File: src/rtl/decoder_pkg.sv
// Shared widths and payload type for the decoder bank.
//   W1/W2/W3    : select widths of the three channels
//   OH1/OH2/OH3 : one-hot output widths (2**Wn)
//   dec_t       : registered output payload (three one-hot codes + valid)
package decoder_pkg;

  localparam int unsigned W1  = 1;
  localparam int unsigned W2  = 2;
  localparam int unsigned W3  = 3;

  localparam int unsigned OH1 = 1 << W1;
  localparam int unsigned OH2 = 1 << W2;
  localparam int unsigned OH3 = 1 << W3;

  typedef struct packed {
    logic [OH3-1:0] out3;
    logic [OH2-1:0] out2;
    logic [OH1-1:0] out1;
    logic           valid;
  } dec_t;

endpackage : decoder_pkg

File: src/rtl/onehot_decoder.sv
// Combinational N-to-2**N one-hot decoder.
//   sel    : N-bit unsigned select
//   onehot : 2**N-bit output, bit sel set, all others clear
module onehot_decoder #(
  parameter int unsigned N = 1
) (
  input  logic [N-1:0]      sel,
  output logic [(2**N)-1:0] onehot
);

  localparam int unsigned OW = 2**N;

  // Shift keeps unknown selects visible as unknown outputs rather than masking them.
  always_comb begin
    onehot = OW'(1) << sel;
  end

endmodule : onehot_decoder

File: src/rtl/decoder_bank.sv
// Bank of three independent one-hot decoders (1:2, 2:4, 3:8).
//   REG_OUT   : 1 = outputs registered (1-cycle latency), 0 = combinational
//   clk       : rising-edge clock
//   rst_n     : asynchronous active-low reset (registered mode only)
//   in_valid  : qualifies a1/a2/a3
//   a1/a2/a3  : channel selects
//   out1/2/3  : one-hot decodes
//   out_valid : outputs hold a decode of valid inputs
module decoder_bank
  import decoder_pkg::*;
#(
  parameter bit REG_OUT = 1'b1
) (
  input  logic           clk,
  input  logic           rst_n,
  input  logic           in_valid,
  input  logic [W1-1:0]  a1,
  input  logic [W2-1:0]  a2,
  input  logic [W3-1:0]  a3,
  output logic [OH1-1:0] out1,
  output logic [OH2-1:0] out2,
  output logic [OH3-1:0] out3,
  output logic           out_valid
);

  logic [OH1-1:0] dec1;
  logic [OH2-1:0] dec2;
  logic [OH3-1:0] dec3;

  onehot_decoder #(.N(W1)) u_dec1 (.sel(a1), .onehot(dec1));
  onehot_decoder #(.N(W2)) u_dec2 (.sel(a2), .onehot(dec2));
  onehot_decoder #(.N(W3)) u_dec3 (.sel(a3), .onehot(dec3));

  generate
    if (REG_OUT) begin : g_reg
      dec_t q;

      // Load on valid; on an idle cycle keep the codes and drop valid.
      always_ff @(posedge clk or negedge rst_n) begin
        if (!rst_n) begin
          q <= '0;
        end else if (in_valid) begin
          q.out1  <= dec1;
          q.out2  <= dec2;
          q.out3  <= dec3;
          q.valid <= 1'b1;
        end else begin
          q.valid <= 1'b0;
        end
      end

      assign out1      = q.out1;
      assign out2      = q.out2;
      assign out3      = q.out3;
      assign out_valid = q.valid;
    end else begin : g_comb
      assign out1      = dec1;
      assign out2      = dec2;
      assign out3      = dec3;
      assign out_valid = in_valid;
    end
  endgenerate

endmodule : decoder_bank

File: config.mk
export PLATFORM = sky130hd
export DESIGN_NAME = decoder_bank
export DESIGN_NICKNAME = d
export VERILOG_FILES = /design/src/rtl/decoder_pkg.sv /design/src/rtl/onehot_decoder.sv /design/src/rtl/decoder_bank.sv
export SDC_FILE = /design/constraint.sdc
export NUM_CORES = 1
export LEC_CHECK = 0
export CAP_MARGIN = 20
export CORE_ASPECT_RATIO = 0.8
export CORE_MARGIN = 10
export CORE_UTILIZATION = 39
export CTS_CLUSTER_SIZE = 28
export DETAILED_ROUTE_END_ITERATION = 10
export PLACE_DENSITY = 0.79
export SLEW_MARGIN = 30
export SYNTH_ARGS = -nofsm -noshare
export SYNTH_HDL_FRONTEND = slang
export SYNTH_SLANG_ARGS = --single-unit
export TNS_END_PERCENT = 20
File: constraint.sdc
create_clock -name clk -period 1.27 [get_ports clk]
set_input_delay 0.1905 -clock clk [delete_from_list [all_inputs] [get_ports clk]]
set_output_delay 0.1905 -clock clk [all_outputs]
set_load 0.01 [all_outputs]
Word-level counts from Yosys, hierarchy flattened
Index checks and enable logic that the tools add are counted.
{"block": "op_classes", "n_shift": 3, "mux": 1}
{"cell": "$shl 1x3->8 const A", "count": 1}
{"cell": "$shl 1x2->4 const A", "count": 1}
{"cell": "$shl 1x1->2 const A", "count": 1}
{"cell": "$mux 1", "count": 1}
{"block": "totals", "ff_bits": 15, "wordCells": 8}

Depth between registers and ports, before layout
Gate-level depths: netlist of run 1.
{"block": "depth", "ltp_word": 1, "mapped_depth": 3, "mapped_depth_nobuf": 2}

By module
Synthesis of run 1 repeated with hierarchy kept, for this count alone.
{"block": "hier_totals", "cells_unflattened": 44, "hier_area_um2": 646.9}
{"module": "decoder_bank", "n_inst": 1, "cells_per_inst": 30, "area_per_inst_um2": 544.3}
{"module": "onehot_decoder (u_dec3)", "n_inst": 1, "cells_per_inst": 8, "area_per_inst_um2": 65.1}
{"module": "onehot_decoder (u_dec2)", "n_inst": 1, "cells_per_inst": 4, "area_per_inst_um2": 26.3}
{"module": "onehot_decoder (u_dec1)", "n_inst": 1, "cells_per_inst": 2, "area_per_inst_um2": 11.3}

Least setup slack after synthesis of run 1
No wires, ideal clock.
{"block": "synth_timing", "kind": "register to register", "startpoint": "register, netlist name out1[1]", "endpoint": "register, netlist name out1[1]", "arrival_time_ns": 0.654, "required_time_ns": 1.145, "path_slack_ns": 0.491, "path_stages_with_launch": 2, "path_buffers": 0, "path_cell_list": "dfrtp_1 -> mux2_4"}

Worst setup path in the final report of run 1
{"block": "layout_timing", "startpoint": "register, netlist name out2[0]", "endpoint": "output port out2[0]"}
{"item": "to (decl)", "line_no": "decoder_bank.sv:21", "text": "output logic [OH2-1:0] out2,"}
No word-level cell between the ends.

==> metrics, run 1 <==
Critical Path RT=1.08 ns; drt wl/cell=13.5 um; final wirelength=1390 um; status=finished clean; routability cong.=0.698; post-synth cell types=18; Syn Nets=63; Buf/Inv on CP=1; WS Path Type=register to output pin; hold_buf cts=0; Buffers on Ports=23; setup TNS=0 ns; Leak Pwr=0.457 nW; RSZ-0062 raised after global routing=false; max cap viols=0; post-route cell area=913 um^2; Worst Setup Start Kind=register; wire length of the first global-routing pass=2390 um; DP Area=906 um^2; Pre-antenna DRT Iters=4; Tot GR Track Use=8.53%; ratio of cells with drive above 1 in the final layout=13.4%; Worst VDD drop=894 uV; YS warnings=0; Die Ht=56.1 um; Critical Path End Type=output pin; initial core utilization=43.7%; Tot Pwr=973 uW; # rows=12; clock root buffer master=clkbuf_4; pin count of the biggest net entering global routing=16; die area=0.00366 mm^2; Avg Vias per Cell=4.64; ANT cells=0; cells along the critical path=dlygate4sd2_1; Area growth syn-to-layout=43.4%; chip width=65.2 um; Starting DRT DRC Count=4; Area contributors post-synth=dfrtp_1 59%, inv_1 7.1%, o22ai_1 4.9%; M1 WL=576 um; CTS clk-pin slew, worst paths=0.08 ns; Post-CTS Resized=15; final hold vios=0; Longest Clk Path Bufs=2; cell area power density=1070 mW/mm^2; top achievable clock speed=0.862 GHz; vias in the first global route=465; cells after synthesis=54; Cell Area, Synth=637 um^2; Worst path slowest cell=dfrtp_1; Tmin final=1.16 ns; final worst path period share=91.3%; post-CTS setup buffer count=0; Final Skew=0 ns; Seq cells post-synth=15; met2 WL=684 um; WL met3=90 um; min-delay worst type=primary input to async pin; DR vias=478; Post-DRT Antenna Nets=0; number of top-level pins=24; total CTS buffers=3; Core ar.=0.00146 mm^2; initial antenna violation count=0; Synth area leader=dfrtp_1; H-tree depth=1; FILL cells=138; mean area per synthesized cell=11.8 um^2; Seq/Total Area, Yosys=58.9%; DP HPWL=1120 um; Top delay family on crit path=flip-flops; CTS tree=built; grt total ovfl=0; worst stage delay on the critical path=0.39 ns; Final Setup Violations=0; Slew Limit Headroom=85.1%; Slew @ Worst Pin=0.223 ns; top layer in use=met4; insertion delay to the later sink of the worst-skew pair=0.28 ns; Synth top area share=58.9%; Max FO, Critical Path=2; Crit path arrival time=0.97 ns; final net count=92; DRC violations left=0; TritonCTS Sinks=15; Slew Limit Fails=0
-- path summary, 6_finish.rpt --
kind | start | end | slack [ns] | depth (start not counted)
max | out2[0] | out2[0] | 0.11 | 1
min reg2reg | out2[2] | out2[2] | 0.51 | 2
max reg2reg | out2[0] | out2[0] | 0.50 | 1
min in group clk | a1 | out1[0] | 0.50 | 2
max in group asynchronous | rst_n | out3[5] | 0.89 | 2
min | rst_n | out3[2] | 0.21 | 2
-- sequential cells by signal, indices dropped and copies added, names as in the netlist --
name       cells
out1           2
out_valid      1
out3           8
out2           4
-- cell usage after synthesis --
master    count
nor2_1        1
mux2_4        2
inv_1        12
o22ai_2       1
nand2_1       2
nand3b_1      2
or2b_1        2
o21ai_1       2
dfrtp_1      15
o21ai_0       1
o22ai_1       5
o32ai_1       1
nand2_4       1
o32ai_2       1
nand2b_1      2
nand3_1       1
buf_6         2
mux2i_1       1
-- per-stage QoR --
step | util, % | setup WS (ns) | hold slack, ns | instances
CTS | 62.7 | 0.0897 | 0.205 | 103
floorplan | - | 0.491 | -0.105 | 54
global placement | 62.2 | -0.0171 | 0.499 | 99
global route | 62.7 | 0.0578 | 0.202 | 103
detailed placement | 62.2 | -0.0394 | 0.503 | 99
finish | 62.7 | 0.110 | 0.210 | 103
-- cell families after synthesis --
kind of cell / share of synthesized area [%]
simple gates: 11.0
buf+inv: 10.6
mux: 6.29
compound gates: 13.2
flops: 58.9
-- power by group --
part           leakage, nW  total (mW)  internal [mW]  switching [mW]
Clock               0.0150       0.266          0.122           0.144
Sequential           0.195       0.525          0.510          0.0150
Combinational        0.248       0.182         0.0957          0.0867
Total                0.457       0.973          0.727           0.246
-- layout by cell type, fill, tap and decap left out --
| master | count |
|---|---|
| nand3_1 | 1 |
| nand2b_1 | 2 |
| nand2_4 | 1 |
| inv_1 | 12 |
| o21ai_0 | 1 |
| buf_4 | 2 |
| clkdlybuf4s50_1 | 8 |
| clkbuf_4 | 3 |
| or2b_1 | 2 |
| o32ai_1 | 1 |
| mux2i_1 | 1 |
| mux2_4 | 2 |
| dfrtp_1 | 15 |
| o22ai_2 | 1 |
| nor2_1 | 1 |
| o32ai_2 | 1 |
| buf_12 | 1 |
| nand2_1 | 2 |
| nand3b_1 | 2 |
| o22ai_1 | 5 |
| clkbuf_1 | 1 |
| dlygate4sd2_1 | 15 |
| o21ai_1 | 2 |
-- final cells by class --
type                            instances  area [um^2]  area share [%]
Multi-Input combinational cell         25          194            21.2
Clock buffer                            4         26.3            2.88
Inverter                               12         45.0            4.93
Sequential cell                        15          375            41.1
Timing Repair Buffer                   26          246            27.0
Tap cell                               21         26.3            2.88
-- per-layer routing --
| layer | up-vias | global-route usage [%] |
|---|---|---|
| li1 | 233 | - |
| met1 | 227 | 8.74 |
| met2 | 14 | 13.1 |
| met3 | 4 | 5.22 |
| met4 | 0 | 4.55 |
| met5 | - | 0 |
(Power assumes the default switching activity.)
==> run 2: changes to the inputs <==
- clock period: 1.27 -> 1.4 ns (I/O delays scaled with it)
==> run 2 against run 1 <==
Net effect:
- clock power is 13% lower
- clock skew did not move
- highest routed layer unchanged
- power down 9.6%
- utilization grew 2.1 points
- routed wire length increased by 2.3%
- critical endpoint is now out2[2]
==> metrics, run 2 (synthesis results as in run 1) <==
status=finished clean; Top delay family on crit path=flip-flops; Buffers on Ports=23 (unchanged); Slew Limit Headroom=84.1% (-1.0 points); Crit path arrival time=0.97 ns (about the same); final worst path period share=84.2%; wire length of the first global-routing pass=2370 um (-1.2%); TritonCTS Sinks=15 (unchanged); Area growth syn-to-layout=48.1%; Post-DRT Antenna Nets=0 (unchanged); H-tree depth=1 (unchanged); Max FO, Critical Path=2 (unchanged); cells along the critical path=dlygate4sd2_1; # rows=12 (unchanged); Core ar.=0.00146 mm^2 (unchanged); most frequent cells in the layout=15 x dfrtp_1, 12 x inv_1, 10 x dlymetal6s2s_1; Worst Setup Start Kind=register; max cap viols=0 (unchanged); top achievable clock speed=0.848 GHz; Final Setup Violations=0 (unchanged); DR vias=460 (-3.8%); min-delay worst type=primary input to async pin; hold_buf cts=0 (unchanged); DP HPWL=1100 um (-1.2%); WS Path Type=register to output pin; DRC violations left=0 (unchanged); area of the multi-input gates=194 um^2 (unchanged); FILL cells=116 (-16%); die area=0.00366 mm^2 (unchanged); routability cong.=0.693 (-0.73%); Longest Clk Path Bufs=2 (unchanged); clock root buffer master=clkbuf_4; final net count=91 (-1.1%); Slew Limit Fails=0 (unchanged); Largest Register=out3; Register Area=375 um^2 (unchanged); initial antenna violation count=0 (unchanged); ANT cells=0 (unchanged); cell area power density=933 mW/mm^2 (-12%); chip width=65.2 um (unchanged); initial core utilization=43.7% (unchanged); total CTS buffers=3 (unchanged); largest registers=out3 x8, out2 x4, out1 x2; drt wl/cell=13.9 um (+3.3%); ratio of cells with drive above 1 in the final layout=12.3% (-1.1 points); worst stage delay on the critical path=0.39 ns (about the same); Critical Path RT=1.19 ns (+0.11 ns); CTS tree=built; Worst path slowest cell=dfrtp_1; final hold vios=0 (unchanged); Critical Path End Type=output pin; Avg Vias per Cell=4.51 (-2.8%); most common cell after layout, fill and taps aside=dfrtp_1; Util after Layout=64.8% (+2.1 points); grt total ovfl=0 (unchanged); RSZ-0062 raised after global routing=false; Tmin final=1.18 ns; Final Skew=0 ns (unchanged); vias in the first global route=466 (+0.22%); CTS clk-pin slew, worst paths=0.08 ns (about the same); final wirelength=1420 um (+2.3%); Leak Pwr=0.565 nW (+24%); Buf/Inv on CP=1 (unchanged); setup TNS=0 ns (unchanged); Largest register FFs=8 (unchanged); number of top-level pins=24 (unchanged); Worst VDD drop=556 uV (-38%); Starting DRT DRC Count=12 (+8); insertion delay to the later sink of the worst-skew pair=0.27 ns (about the same); Die Ht=56.1 um (unchanged); Pre-antenna DRT Iters=4 (unchanged); Slew @ Worst Pin=0.238 ns (+0.0155 ns); Tot GR Track Use=8.39% (-0.14 points); pin count of the biggest net entering global routing=23 (+7)
[run 2: path summary, 6_finish.rpt]
| check | from | end | slack, ns | depth (start not counted) |
|---|---|---|---|---|
| setup / recovery | out2[2] | out2[2] | 0.22 | 1 |
| hold / removal | rst_n | out3[2] | 0.24 | 2 |
| setup reg to reg | out1[1] | out1[1] | 0.63 | 1 |
| hold reg to reg | out2[0] | out2[0] | 0.51 | 1 |
| max in group asynchronous | rst_n | out1[0] | 0.99 | 2 |
| min in group clk | out2[0] | out2[0] | 0.51 | 1 |
[run 2: layout make-up]
class	count	share of cell area [%]
clock buffers	4	2.79
inverters	12	4.77
multi-input cells	25	20.6
flip-flops and latches	15	39.8
well taps	21	2.79
repair buffers	25	29.3
[run 2: what timing repair did]
| action | 4_1_cts | 5_1_grt |
|---|---|---|
| pin swaps | 0 | 0 |
| setup buffers | 0 | 0 |
| resized for setup | 5 | 10 |
| endpoints found under the setup margin | 5 | 10 |
[run 2: report_power, final]
part	switching, mW	internal [mW]	total (mW)
clock	0.121	0.111	0.231
sequential	0.0137	0.462	0.476
combinational	0.0790	0.0934	0.172
total	0.214	0.666	0.880
[run 2: per-stage QoR]
stage	area, um^2	cells	power (mW)	hold slack [ns]	setup slack [ns]
global placement	898	98	0.669	0.502	0.0726
global route	943	102	0.940	0.234	0.171
detailed placement	898	98	0.675	0.498	0.0373
floorplan	637	54	0.559	-0.0856	0.621
CTS	918	102	0.903	0.235	0.00124
finish	943	102	0.880	0.240	0.221
[run 2: metal layers]
layer | up-vias | part of all wire (%) | global-route usage [%]
met5 | - | 0 | 0
met4 | 0 | 1.9 | 5.45
met3 | 2 | 6.3 | 4.22
met2 | 14 | 50 | 13.0
met1 | 211 | 42 | 8.68
li1 | 233 | - | -
